--- src/rtl/meteor_pkg.sv ---
// Shared definitions for the meteor field: LFSR feedback mask, default hide
// position, slot record, and the ammo-versus-slot hit test.
package meteor_pkg;

   localparam logic [15:0] LFSR_MASK  = 16'hB400;
   localparam int          X_HIDE_DEF = 700;

   typedef struct packed {
      logic [9:0] x;
      logic [9:0] y;
      logic [2:0] speed;
      logic       active;
   } slot_t;

   // Ammo point inside the slot box, with the box stretched downward by the
   // ammo half-height. Everything is widened to 11 bits so the upper bounds
   // never wrap.
   function automatic logic hit_test(
      input logic        ammo_valid,
      input logic [9:0]  ammo_x,
      input logic [9:0]  ammo_y,
      input logic [9:0]  ammo_size,
      input slot_t       s,
      input logic [10:0] size
   );
      logic [10:0] ax;
      logic [10:0] ay;
      logic [10:0] x_hi;
      logic [10:0] y_hi;
      ax   = {1'b0, ammo_x};
      ay   = {1'b0, ammo_y};
      x_hi = {1'b0, s.x} + size;
      y_hi = {1'b0, s.y} + size + {1'b0, ammo_size};
      return ammo_valid && s.active &&
             (ax >= {1'b0, s.x}) && (ax < x_hi) &&
             (ay >= {1'b0, s.y}) && (ay < y_hi);
   endfunction

endpackage

--- src/rtl/meteor_field_if.sv ---
// Bus between the meteor field and the game side: ammo position in,
// per-slot sprite data and game events out.
// METEOR_LEVEL_EN adds the 2-bit difficulty level output.
interface meteor_field_if #(
   parameter int NUM_OBJ = 8
);
   logic               ammo_valid;
   logic [9:0]         ammo_x;
   logic [9:0]         ammo_y;
   logic [9:0]         ammo_size;
   logic [9:0]         obj_x    [NUM_OBJ];
   logic [9:0]         obj_y    [NUM_OBJ];
   logic [9:0]         obj_size [NUM_OBJ];
   logic [NUM_OBJ-1:0] obj_active;
   logic               bullet_hit;
   logic [3:0]         hit_index;
   logic               escaped;
   logic [15:0]        hit_count;
`ifdef METEOR_LEVEL_EN
   logic [1:0]         level;
`endif

   modport master (
      output ammo_valid, ammo_x, ammo_y, ammo_size,
      input  obj_x, obj_y, obj_size, obj_active,
      input  bullet_hit, hit_index, escaped, hit_count
`ifdef METEOR_LEVEL_EN
      , input level
`endif
   );

   modport slave (
      input  ammo_valid, ammo_x, ammo_y, ammo_size,
      output obj_x, obj_y, obj_size, obj_active,
      output bullet_hit, hit_index, escaped, hit_count
`ifdef METEOR_LEVEL_EN
      , output level
`endif
   );
endinterface

--- src/rtl/meteor_field_lfsr.sv ---
// 16-bit right-shifting Galois LFSR; advances only on enabled frames.
module meteor_lfsr
   import meteor_pkg::*;
#(
   parameter logic [15:0] SEED = 16'hACE1
) (
   input  logic        frame_clk,
   input  logic        Reset,
   input  logic        enable,
   output logic [15:0] value
);

   // Shift right; when the bit falling out is 1, fold in the feedback mask.
   always_ff @(posedge frame_clk or posedge Reset) begin
      if (Reset)
         value <= SEED;
      else if (enable)
         value <= value[0] ? ((value >> 1) ^ LFSR_MASK) : (value >> 1);
   end

endmodule

--- src/rtl/meteor_field.sv ---
// N-slot meteor manager: spawns meteors at pseudo-random X and speed, moves
// them down once per frame, and frees them on an ammo hit or at the bottom.
// METEOR_LEVEL_EN adds a difficulty level that shortens the spawn interval
// and speeds up new meteors every 16 hits.
module meteor_field
   import meteor_pkg::*;
#(
   parameter int          NUM_OBJ        = 8,
   parameter int          OBJ_SIZE       = 30,
   parameter int          X_MIN          = 5,
   parameter int          Y_MIN          = 3,
   parameter int          Y_MAX          = 476,
   parameter int          X_HIDE         = X_HIDE_DEF,
   parameter int          SPAWN_INTERVAL = 32,
   parameter logic [15:0] LFSR_SEED      = 16'hACE1
) (
   input  logic          frame_clk,
   input  logic          Reset,
   input  logic          enable,
   meteor_field_if.slave bus
);

   // One spare bit so the counter also covers the level-mode floor of 4.
   localparam int         CNT_W      = $clog2((SPAWN_INTERVAL > 4) ? SPAWN_INTERVAL : 4) + 1;
   localparam logic [9:0] X_HIDE_V   = 10'(X_HIDE);
   localparam logic [9:0] Y_MIN_V    = 10'(Y_MIN);
   localparam logic [9:0] X_MIN_V    = 10'(X_MIN);
   localparam logic [10:0] SIZE_V    = 11'(OBJ_SIZE);
   localparam logic [10:0] Y_MAX_V   = 11'(Y_MAX);

   slot_t            slots     [NUM_OBJ];
   slot_t            slots_nxt [NUM_OBJ];
   logic [15:0]      lfsr;
   logic [CNT_W-1:0] spawn_cnt;
   logic [CNT_W-1:0] spawn_cnt_nxt;
   logic [CNT_W-1:0] interval_m1;
   logic             spawn_now;
   logic             hit_take;
   logic [3:0]       hit_sel;
   logic             free_any;
   logic [3:0]       free_sel;
   logic             esc_any;
   logic [10:0]      bottom;
   logic [2:0]       speed_bonus;
   logic             hit_pulse;
   logic [3:0]       hit_index_q;
   logic             esc_pulse;
   logic [15:0]      hit_count_q;
   logic [15:0]      hit_count_nxt;
   logic             unused_lfsr;

   assign unused_lfsr = ^lfsr[15:11];

   meteor_lfsr #(.SEED(LFSR_SEED)) u_lfsr (
      .frame_clk (frame_clk),
      .Reset     (Reset),
      .enable    (enable),
      .value     (lfsr)
   );

`ifdef METEOR_LEVEL_EN
   logic [1:0] level;
   logic [1:0] level_nxt;

   // Interval shrinks by 8 frames per level but never below 4.
   always_comb begin
      int eff;
      eff = SPAWN_INTERVAL - 8 * int'(level);
      if (eff < 4)
         eff = 4;
      interval_m1 = CNT_W'(eff - 1);
   end

   assign speed_bonus = {1'b0, level};

   // Level steps when the hit counter's low nibble rolls over.
   always_comb begin
      level_nxt = level;
      if (hit_take && (hit_count_q != 16'hFFFF) && (hit_count_q[3:0] == 4'hF) && (level != 2'd3))
         level_nxt = level + 2'd1;
   end

   assign bus.level = level;
`else
   assign interval_m1 = CNT_W'(SPAWN_INTERVAL - 1);
   assign speed_bonus = 3'd0;
`endif

   // Priority encoders: lowest-index hit slot and lowest-index free slot,
   // both judged on the pre-edge slot state.
   always_comb begin
      hit_take = 1'b0;
      hit_sel  = 4'd0;
      free_any = 1'b0;
      free_sel = 4'd0;
      for (int i = 0; i < NUM_OBJ; i++) begin
         if (!hit_take && hit_test(bus.ammo_valid, bus.ammo_x, bus.ammo_y,
                                   bus.ammo_size, slots[i], SIZE_V)) begin
            hit_take = 1'b1;
            hit_sel  = 4'(i);
         end
         if (!free_any && !slots[i].active) begin
            free_any = 1'b1;
            free_sel = 4'(i);
         end
      end
   end

   assign spawn_now     = (spawn_cnt >= interval_m1);
   assign spawn_cnt_nxt = spawn_now ? '0 : spawn_cnt + 1'b1;
   assign hit_count_nxt = (hit_take && (hit_count_q != 16'hFFFF)) ? hit_count_q + 16'd1 : hit_count_q;

   // Per-slot next state: hit beats bottom; a slot freed this frame is not a
   // spawn candidate because the free slot was picked from pre-edge state.
   always_comb begin
      esc_any = 1'b0;
      bottom  = '0;
      for (int i = 0; i < NUM_OBJ; i++) begin
         slots_nxt[i] = slots[i];
         if (hit_take && (hit_sel == 4'(i))) begin
            slots_nxt[i].active = 1'b0;
            slots_nxt[i].x      = X_HIDE_V;
         end else if (slots[i].active) begin
            bottom = {1'b0, slots[i].y} + SIZE_V + {8'd0, slots[i].speed};
            if (bottom > Y_MAX_V) begin
               slots_nxt[i].active = 1'b0;
               slots_nxt[i].x      = X_HIDE_V;
               slots_nxt[i].y      = Y_MIN_V;
               esc_any             = 1'b1;
            end else begin
               slots_nxt[i].y = slots[i].y + {7'd0, slots[i].speed};
            end
         end else if (spawn_now && free_any && (free_sel == 4'(i))) begin
            slots_nxt[i].x      = X_MIN_V + {1'b0, lfsr[8:0]};
            slots_nxt[i].y      = Y_MIN_V;
            slots_nxt[i].speed  = {1'b0, lfsr[10:9]} + 3'd1 + speed_bonus;
            slots_nxt[i].active = 1'b1;
         end
      end
   end

   // State registers; a disabled frame holds everything and drops the pulses.
   always_ff @(posedge frame_clk or posedge Reset) begin
      if (Reset) begin
         for (int i = 0; i < NUM_OBJ; i++)
            slots[i] <= '{x: X_HIDE_V, y: Y_MIN_V, speed: 3'd0, active: 1'b0};
         spawn_cnt   <= '0;
         hit_pulse   <= 1'b0;
         hit_index_q <= 4'd0;
         esc_pulse   <= 1'b0;
         hit_count_q <= 16'd0;
`ifdef METEOR_LEVEL_EN
         level       <= 2'd0;
`endif
      end else if (enable) begin
         for (int i = 0; i < NUM_OBJ; i++)
            slots[i] <= slots_nxt[i];
         spawn_cnt   <= spawn_cnt_nxt;
         hit_pulse   <= hit_take;
         if (hit_take)
            hit_index_q <= hit_sel;
         esc_pulse   <= esc_any;
         hit_count_q <= hit_count_nxt;
`ifdef METEOR_LEVEL_EN
         level       <= level_nxt;
`endif
      end else begin
         hit_pulse <= 1'b0;
         esc_pulse <= 1'b0;
      end
   end

   // Sprite outputs straight from the slot registers.
   always_comb begin
      for (int i = 0; i < NUM_OBJ; i++) begin
         bus.obj_x[i]      = slots[i].x;
         bus.obj_y[i]      = slots[i].y;
         bus.obj_size[i]   = SIZE_V[9:0];
         bus.obj_active[i] = slots[i].active;
      end
   end

   assign bus.bullet_hit = hit_pulse;
   assign bus.hit_index  = hit_index_q;
   assign bus.escaped    = esc_pulse;
   assign bus.hit_count  = hit_count_q;

endmodule
--- src/flat_wrapper.sv ---
// flat-port wrapper written by rule: the top's interface ports become plain ports
module meteor_field_flat import meteor_pkg::*;
#(
   parameter int          NUM_OBJ        = 8,
   parameter int          OBJ_SIZE       = 30,
   parameter int          X_MIN          = 5,
   parameter int          Y_MIN          = 3,
   parameter int          Y_MAX          = 476,
   parameter int          X_HIDE         = X_HIDE_DEF,
   parameter int          SPAWN_INTERVAL = 32,
   parameter logic [15:0] LFSR_SEED      = 16'hACE1
)
  (frame_clk, Reset, enable, bus_ammo_valid, bus_ammo_x, bus_ammo_y, bus_ammo_size, bus_obj_x, bus_obj_y, bus_obj_size, bus_obj_active, bus_bullet_hit, bus_hit_index, bus_escaped, bus_hit_count);
  meteor_field_if #(.NUM_OBJ(NUM_OBJ)) bus_i ();
  input  logic frame_clk;
  input  logic Reset;
  input  logic enable;
  input wire logic [$bits(bus_i.ammo_valid)-1:0] bus_ammo_valid;
  input wire logic [$bits(bus_i.ammo_x)-1:0] bus_ammo_x;
  input wire logic [$bits(bus_i.ammo_y)-1:0] bus_ammo_y;
  input wire logic [$bits(bus_i.ammo_size)-1:0] bus_ammo_size;
  output wire logic [$bits(bus_i.obj_x)-1:0] bus_obj_x;
  output wire logic [$bits(bus_i.obj_y)-1:0] bus_obj_y;
  output wire logic [$bits(bus_i.obj_size)-1:0] bus_obj_size;
  output wire logic [$bits(bus_i.obj_active)-1:0] bus_obj_active;
  output wire logic [$bits(bus_i.bullet_hit)-1:0] bus_bullet_hit;
  output wire logic [$bits(bus_i.hit_index)-1:0] bus_hit_index;
  output wire logic [$bits(bus_i.escaped)-1:0] bus_escaped;
  output wire logic [$bits(bus_i.hit_count)-1:0] bus_hit_count;
  assign bus_i.ammo_valid = bus_ammo_valid;
  assign bus_i.ammo_x = bus_ammo_x;
  assign bus_i.ammo_y = bus_ammo_y;
  assign bus_i.ammo_size = bus_ammo_size;
  assign bus_obj_x = {>>{bus_i.obj_x}};
  assign bus_obj_y = {>>{bus_i.obj_y}};
  assign bus_obj_size = {>>{bus_i.obj_size}};
  assign bus_obj_active = bus_i.obj_active;
  assign bus_bullet_hit = bus_i.bullet_hit;
  assign bus_hit_index = bus_i.hit_index;
  assign bus_escaped = bus_i.escaped;
  assign bus_hit_count = bus_i.hit_count;
  meteor_field #(.NUM_OBJ(NUM_OBJ), .OBJ_SIZE(OBJ_SIZE), .X_MIN(X_MIN), .Y_MIN(Y_MIN), .Y_MAX(Y_MAX), .X_HIDE(X_HIDE), .SPAWN_INTERVAL(SPAWN_INTERVAL), .LFSR_SEED(LFSR_SEED)) u_core (.frame_clk(frame_clk), .Reset(Reset), .enable(enable), .bus(bus_i));
endmodule
--- config.mk ---
export PLATFORM = sky130hd
export DESIGN_NAME = meteor_field_flat
export DESIGN_NICKNAME = d
export VERILOG_FILES = /design/src/rtl/meteor_pkg.sv /design/src/rtl/meteor_field_if.sv /design/src/rtl/meteor_field_lfsr.sv /design/src/rtl/meteor_field.sv /design/src/flat_wrapper.sv
export SDC_FILE = /design/constraint.sdc
export NUM_CORES = 1
export LEC_CHECK = 0
export BUFFER_PORTS_ARGS = -buffer_cell sky130_fd_sc_hd__buf_2
export CAP_MARGIN = 10
export CORE_MARGIN = 2
export CORE_UTILIZATION = 40
export CTS_BUF_LIST = sky130_fd_sc_hd__clkbuf_8
export CTS_CLUSTER_SIZE = 40
export DETAILED_ROUTE_END_ITERATION = 8
export MAX_ROUTING_LAYER = met4
export PLACE_DENSITY = 0.66
export SLEW_MARGIN = 25
export SYNTH_ARGS = -nofsm -noshare
export SYNTH_HDL_FRONTEND = slang
export SYNTH_SLANG_ARGS = --single-unit
--- constraint.sdc ---
create_clock -name frame_clk -period 8.5 [get_ports frame_clk]
set_clock_uncertainty 0.2 [all_clocks]
set_input_delay 0.85 -clock frame_clk [delete_from_list [all_inputs] [get_ports frame_clk]]
set_output_delay 0.85 -clock frame_clk [all_outputs]
set_load 0.005 [all_outputs]
# == Yosys cells after proc, flatten, opt, wreduce, memory -nomap -nowiden ==
# Cells that the tools add are included.
# totals
inputBits,34
ff_bits,236
elab_cells,421
output_inout_bits,270
# classes
bitwise,17
magnitude_cmp,41
eq_ne,23
addsub,44
mux,122
reduce_logical,136
# ops
cell,n
$mux W10,24
$mux W24,8
$add A10 B5 Y11 const B,16
$lt A10 B11 Y1,16
$ge A10 B10 Y1,16
$mux W20,8
$add A11 B10 Y11,8
$add A11 B3 Y11,8
$gt A11 B9 Y1 const B,8
$add A10 B3 Y10,8
$logic_and A1 B1 Y1,72
$mux W1,68
$reduce_and A3 Y1,16
$reduce_and A4 Y1,8
$eq A3 B3 Y1 const B,8
$mux W3,8
$ne A3 B3 Y1 const B,8
$reduce_bool A3 Y1,8
$logic_not A1 Y1,20
$add A16 B1 Y16 const B,1
$mux W16,1
$ne A16 B16 Y1 const B,1
$not A1 Y1,16
$reduce_bool A2 Y1,8
other kinds (11),20

# == Depth between registers and ports, before layout ==
# logic_depth
ltp_word,52
ltp_mapped,26
depth_no_buf,25

# == Hierarchy ==
# Synthesis repeated with hierarchy kept, for this count alone.
# hier_totals
cells_unflattened,3179
hier_area_um2,27181.1
# modules_own_cells
module,seq_area_each_um2,area_per_inst_um2,n_inst,cells_per_inst
meteor_field,5560.3,26521.7,1,3138
meteor_lfsr,410.4,659.4,1,41

# == Worst setup path before layout ==
# Ideal clock, no wire load.
# synth_path
path_kind,flip-flop to flip-flop
startpoint,register u_core.slots (netlist bit u_core.bus.obj_y[51])
endpoint,register u_core.slots (netlist bit u_core.bus.obj_y[5])
path_buffers,1
t_arrival_ns,4.855
stages_incl_launch_ff,24
period_less_slack_ns,5.131
t_required_ns,8.224
path_slack_ns,3.369
setup_ns,0.076
path_cell_list,dfstp_2 inv_1 ha_1 xor2_1 ha_1 o21a_1 o31a_1 o21ai_0 nand2_1 a21o_1 a21oi_1 xor2_1 ha_1 a2111oi_0 o21ai_0 a21oi_1 a211oi_2 o211ai_2 nand4_2 and3_1 buf_6 a41o_1 or4_1 o21ai_1
# synth_between
elab_chain_cells,25
elab_cells_between_ends,33
classes_between,2 x add/sub; 2 x order compare; 1 x eq/ne; 12 x mux; 1 x bitwise; 15 x reduce/logical
# synth_lines
element,line,text
start: declaration,meteor_field.sv:31,slot_t slots [NUM_OBJ];
start signal: indexed assignment,meteor_field.sv:146,"slots[i] <= '{x: X_HIDE_V, y: Y_MIN_V, speed: 3'd0, active: 1'b0};"
start signal: indexed assignment,meteor_field.sv:157,slots[i] <= slots_nxt[i];
$add A10 B5 Y11,meteor_pkg.sv:33,"y_hi = {1'b0, s.y} + size + {1'b0, ammo_size};"
$add A11 B10 Y11,meteor_pkg.sv:33,
$lt A10 B11 Y1,meteor_pkg.sv:36,"(ay >= {1'b0, s.y}) && (ay < y_hi);"
$logic_and A1 B1 Y1 (*),meteor_pkg.sv:36,
$logic_and A1 B1 Y1 (*),meteor_field.sv:97,"if (!hit_take && hit_test(bus.ammo_valid, bus.ammo_x, bus.ammo_y,"
$mux W1,meteor_field.sv:97,
$logic_not A1 Y1,meteor_field.sv:97,
$logic_and A1 B1 Y1,meteor_field.sv:97,
[9 not listed],-,
$mux W1,meteor_field.sv:97,
$logic_not A1 Y1,meteor_field.sv:97,
$logic_and A1 B1 Y1,meteor_field.sv:97,
$mux W3,meteor_field.sv:97,
$eq A3 B3 Y1,meteor_field.sv:120,if (hit_take && (hit_sel == 4'(i))) begin
$logic_and A1 B1 Y1 (*),meteor_field.sv:120,
$not A1 Y1 (no source line) (*),-,
$reduce_and A3 Y1 (no source line) (*),-,
# Every way passes the cells marked *; elsewhere a longest branch is shown, timed or not.
# A chain may end at the register's enable or synchronous reset.

# == Final worst setup path ==
# layout_path
startpoint,register u_core.slots (netlist bit u_core.bus.obj_y[1])
endpoint,register u_core.hit_count_q[1] (netlist: u_core.bus.hit_count[1])
# layout_between
elab_chain_cells,8
elab_cells_between_ends,10
classes_between,2 x add/sub; 2 x order compare; 1 x mux; 5 x reduce/logical
# layout_lines
element,line,text
$add A10 B5 Y11,meteor_pkg.sv:33,
$add A11 B10 Y11,meteor_pkg.sv:33,
$lt A10 B11 Y1,meteor_pkg.sv:36,
$logic_and A1 B1 Y1 (*),meteor_pkg.sv:36,
$logic_and A1 B1 Y1 (*),meteor_field.sv:97,
$mux W1 (*),meteor_field.sv:97,
$logic_and A1 B1 Y1 (*),meteor_field.sv:111,assign hit_count_nxt = (hit_take && (hit_count_q != 16'hFFFF)) ? hit_count_q + 16'd1 : hit_count_q;
$reduce_and A2 Y1 (no source line) (*),-,
end signal: assignment,meteor_field.sv:163,hit_count_q <= hit_count_nxt;
end: declaration,meteor_field.sv:48,logic [15:0] hit_count_q;
# Marked as above.

==> impl_metrics.tcl <==
set metrics [dict create \
    synthMuxAreaShare 0.0315 \
    r2r-start "u_core.bus.obj_y[1]" \
    fin_area_um2 28900 \
    final_cell_count_no_fill 4130 \
    hold_viol 0 \
    place_inst 4038 \
    post_cts_buffers 0 \
    cts_buffer_depth 3 \
    hp-class "in2async" \
    power_w 0.00642 \
    place_hpwl_um 63600 \
    avgSynthCellArea_um2 8.60 \
    arrival_ns 6.52 \
    grt_max_degree 153 \
    crit_slowest_cell "o41a_1" \
    fp.coreArea_um2 67300 \
    ctsResizeCount 0 \
    crit_fanout 20 \
    min_period_ns 6.23 \
    synth_top_family_by_area "adder cells" \
    tightestPinTransition_ns 0.997 \
    ir_drop_mv 0.125 \
    tns_ns 0 \
    reg2reg_slack_ns 2.27 \
    yosys.area.top_type_share 0.205 \
    regArea_um2 5970 \
    viasPerCell 5.61 \
    fill_cells 6748 \
    ys_ff_latch 235 \
    cts_sinks 235 \
    critPathLaunchType "flip-flop" \
    reg2reg_depth 23 \
    drc 0 \
    worstSkewPairLatency_ns 0.66 \
    initial_core_util 0.405 \
    setup_violations 0 \
    crit_path_cell_trace "inv_1 > ha_1 > xnor2_1 > inv_1 > ha_1 > inv_1 > o21bai_1 > a21oi_1 > nor2b_1 > o21a_1 > o21ai_0 > nand2b_1 > a21oi_1 > xor2_1 > ha_1 > a2111oi_0 > o21ai_0 > o311ai_0 > a221oi_1 > nor4_1 > o41a_1 > nand2_2 > mux2_1" \
    cap_viol_max_count 0 \
    grt_pass1_wl_um 131000 \
    grt_antenna_before_repair 1 \
    cts_tree "yes" \
    relSlewSlack 0.333 \
    grt_overflow_total 0 \
    ios 304 \
    critPathMaxStageDelay_ns 0.91 \
    totalWireLength_um 85400 \
    cts_root_buf "clkbuf_8" \
    ys_top_cells_by_count "ha_1 (446), inv_1 (259), buf_4 (249), a21oi_1 (209), o21ai_0 (180)" \
    p_leak_nw 14.1 \
    nets 3720 \
    cp-end-kind "flip-flop" \
    synthAdderAreaFrac 0.223 \
    async_flop_share 1.00 \
    grt_usage 0.246 \
    slew_viol_final 0 \
    syn_to_final_growth_pct 6.00 \
    synth_flop_cell "dfrtp_1" \
    cts_buffers 49 \
    yosys.area_share.simple 0.143 \
    fmax_mhz 161 \
    status "finished, final reports clean" \
    synth_warnings 0 \
    grt_pass1_vias 22240 \
    synthCells 3172 \
    critPathKind "reg2reg" \
    gp_congestion 0.918 \
    period_share 0.733 \
    drtIter0Drc 1432 \
    yosysTopAreaCell "ha_1" \
    htreeDepth 2 \
    required_ns 8.79 \
    synth_xor_area_frac 0.0681 \
    postRouteAntennaNets 0 \
    synth_compound_area_frac 0.198 \
    ys_types 94 \
    port_buffers 222 \
    rsz0062_at_grt "no" \
    yosysMostFrequentCell "ha_1" \
    wl_per_cell_um 20.7 \
    synth_edf_count 0 \
    die-area_um2 70300 \
    synth-seq-area-share 0.219 \
    clk_pin_slew_ns 0.06 \
    die-width_um 265 \
    multiInputGateArea_um2 18400 \
    drtPass1Iterations 5 \
    vias 23165 \
    synth_area_um2 27300 \
    row_count 95 \
    netlist_top_cells_area "ha_1 (20%), dfrtp_1 (15%), dfstp_2 (6.9%), buf_4 (6.9%), xnor2_1 (5.1%)" \
    powerDensity_nw_per_um2 222 \
    drive_gt1_frac 0.143 \
    die_h_um 265 \
    dpl_cell_area_um2 27700 \
    reg2reg_to "u_core.bus.hit_count[1]" \
    cts_hold_buf 0 \
]
-- metal layers --
metal | up-vias | part of all wire | GRT usage | routed length [µm]
li1 | 11216 | - | - | -
met1 | 11083 | 0.43 | 0.309 | 37100
met2 | 693 | 0.46 | 0.397 | 39400
met3 | 173 | 0.064 | 0.0425 | 5500
met4 | 0 | 0.040 | 0.0948 | 3400
met5 | - | 0 | - | 0
-- placed cells by master (no fill, tap or decap), drive strengths merged, types with 18 or more instances in the layout --
| cell type | instances |
|---|---|
| inv | 274 |
| dfstp | 72 |
| and3 | 40 |
| conb | 81 |
| o21bai | 23 |
| dfrtp | 163 |
| o211ai | 23 |
| nor2 | 154 |
| a211oi | 32 |
| nor2b | 36 |
| nand2b | 53 |
| fa | 24 |
| a31oi | 25 |
| xor2 | 50 |
| o21a | 52 |
| nand3 | 72 |
| clkbuf | 63 |
| o31ai | 22 |
| nand2 | 172 |
| buf | 239 |
| o21ai | 185 |
| xnor2 | 161 |
| a21o | 82 |
| mux2 | 36 |
| a21oi | 210 |
| ha | 446 |
| mux2i | 45 |
| nor4 | 18 |
| nand4 | 43 |
| and2 | 18 |
| nor3 | 80 |
-- power breakdown --
group,switching [W],internal (W),leakage [nW]
clock,0.000585,0.000852,0.641
sequential,0.000351,0.00141,2.90
combinational,0.00187,0.00135,10.5
-- layout make-up --
class                      instances  area share
tap                              873      0.0378
inverter                         260      0.0340
clock inverter                    28      0.0100
sequential                       235       0.207
timing repair buffer             239      0.0433
clock buffer                      63      0.0300
antenna                            1   0.0000866
multi-input combinational       2431       0.638
-- stage by stage --
stage | hold WS [ns] | setup slack [ns] | utilization
floorplan | 0.254 | 1.12 | -
global placement | 0.268 | 2.10 | 0.412
detailed placement | 0.278 | 2.03 | 0.412
CTS | 0.0962 | 2.18 | 0.429
global route | 0.141 | 1.64 | 0.430
finish | 0.0949 | 2.27 | 0.430
-- worst max path at each step --
stage,startpoint,endpoint,slack (ns),cells after the start
final,u_core.bus.obj_y[1],u_core.bus.hit_count[1],2.27,23
after global routing,u_core.bus.obj_y[1],u_core.bus.hit_count[1],1.64,23
after CTS,u_core.bus.obj_y[41],u_core.bus.obj_y[8],2.18,23
after detailed placement,bus_ammo_size[1],u_core.bus.obj_y[8],2.03,21
after global placement,bus_ammo_size[1],u_core.bus.obj_y[8],2.10,21
after floorplan,Reset,u_core.bus.bullet_hit,1.12,1
-- logic make-up after synthesis --
| logic type | Yosys count |
|---|---|
| AOI/OAI and AO/OA | 823 |
| and+or+nand+nor | 762 |
| buffers and inverters | 585 |
| adders and majority gates | 473 |
| DFF | 235 |
| xor gates and xnor gates | 211 |
| muxes | 81 |
| other | 2 |
-- state kept, by name (all words and copies together) (netlist names) --
signal / flops
u_core.bus.obj_x: 80
u_core.bus.obj_y: 80
u_core.slots: 24
u_core.bus.hit_count: 16
u_core.u_lfsr.value: 16
u_core.bus.obj_active: 8
u_core.spawn_cnt: 6
u_core.bus.hit_index: 3
u_core.bus.bullet_hit: 1
u_core.bus.escaped: 1
-- critical path: cells and delay by family, from the launching register on --
family	cells	cell delay [ns]
compound gates	10	2.42
xor+xnor	2	0.37
fa+ha+maj	3	0.77
buf+inv	3	0.40
flops	1	0.65
mux	1	0.36
simple gates	4	0.93
(Power assumes the default switching activity.)
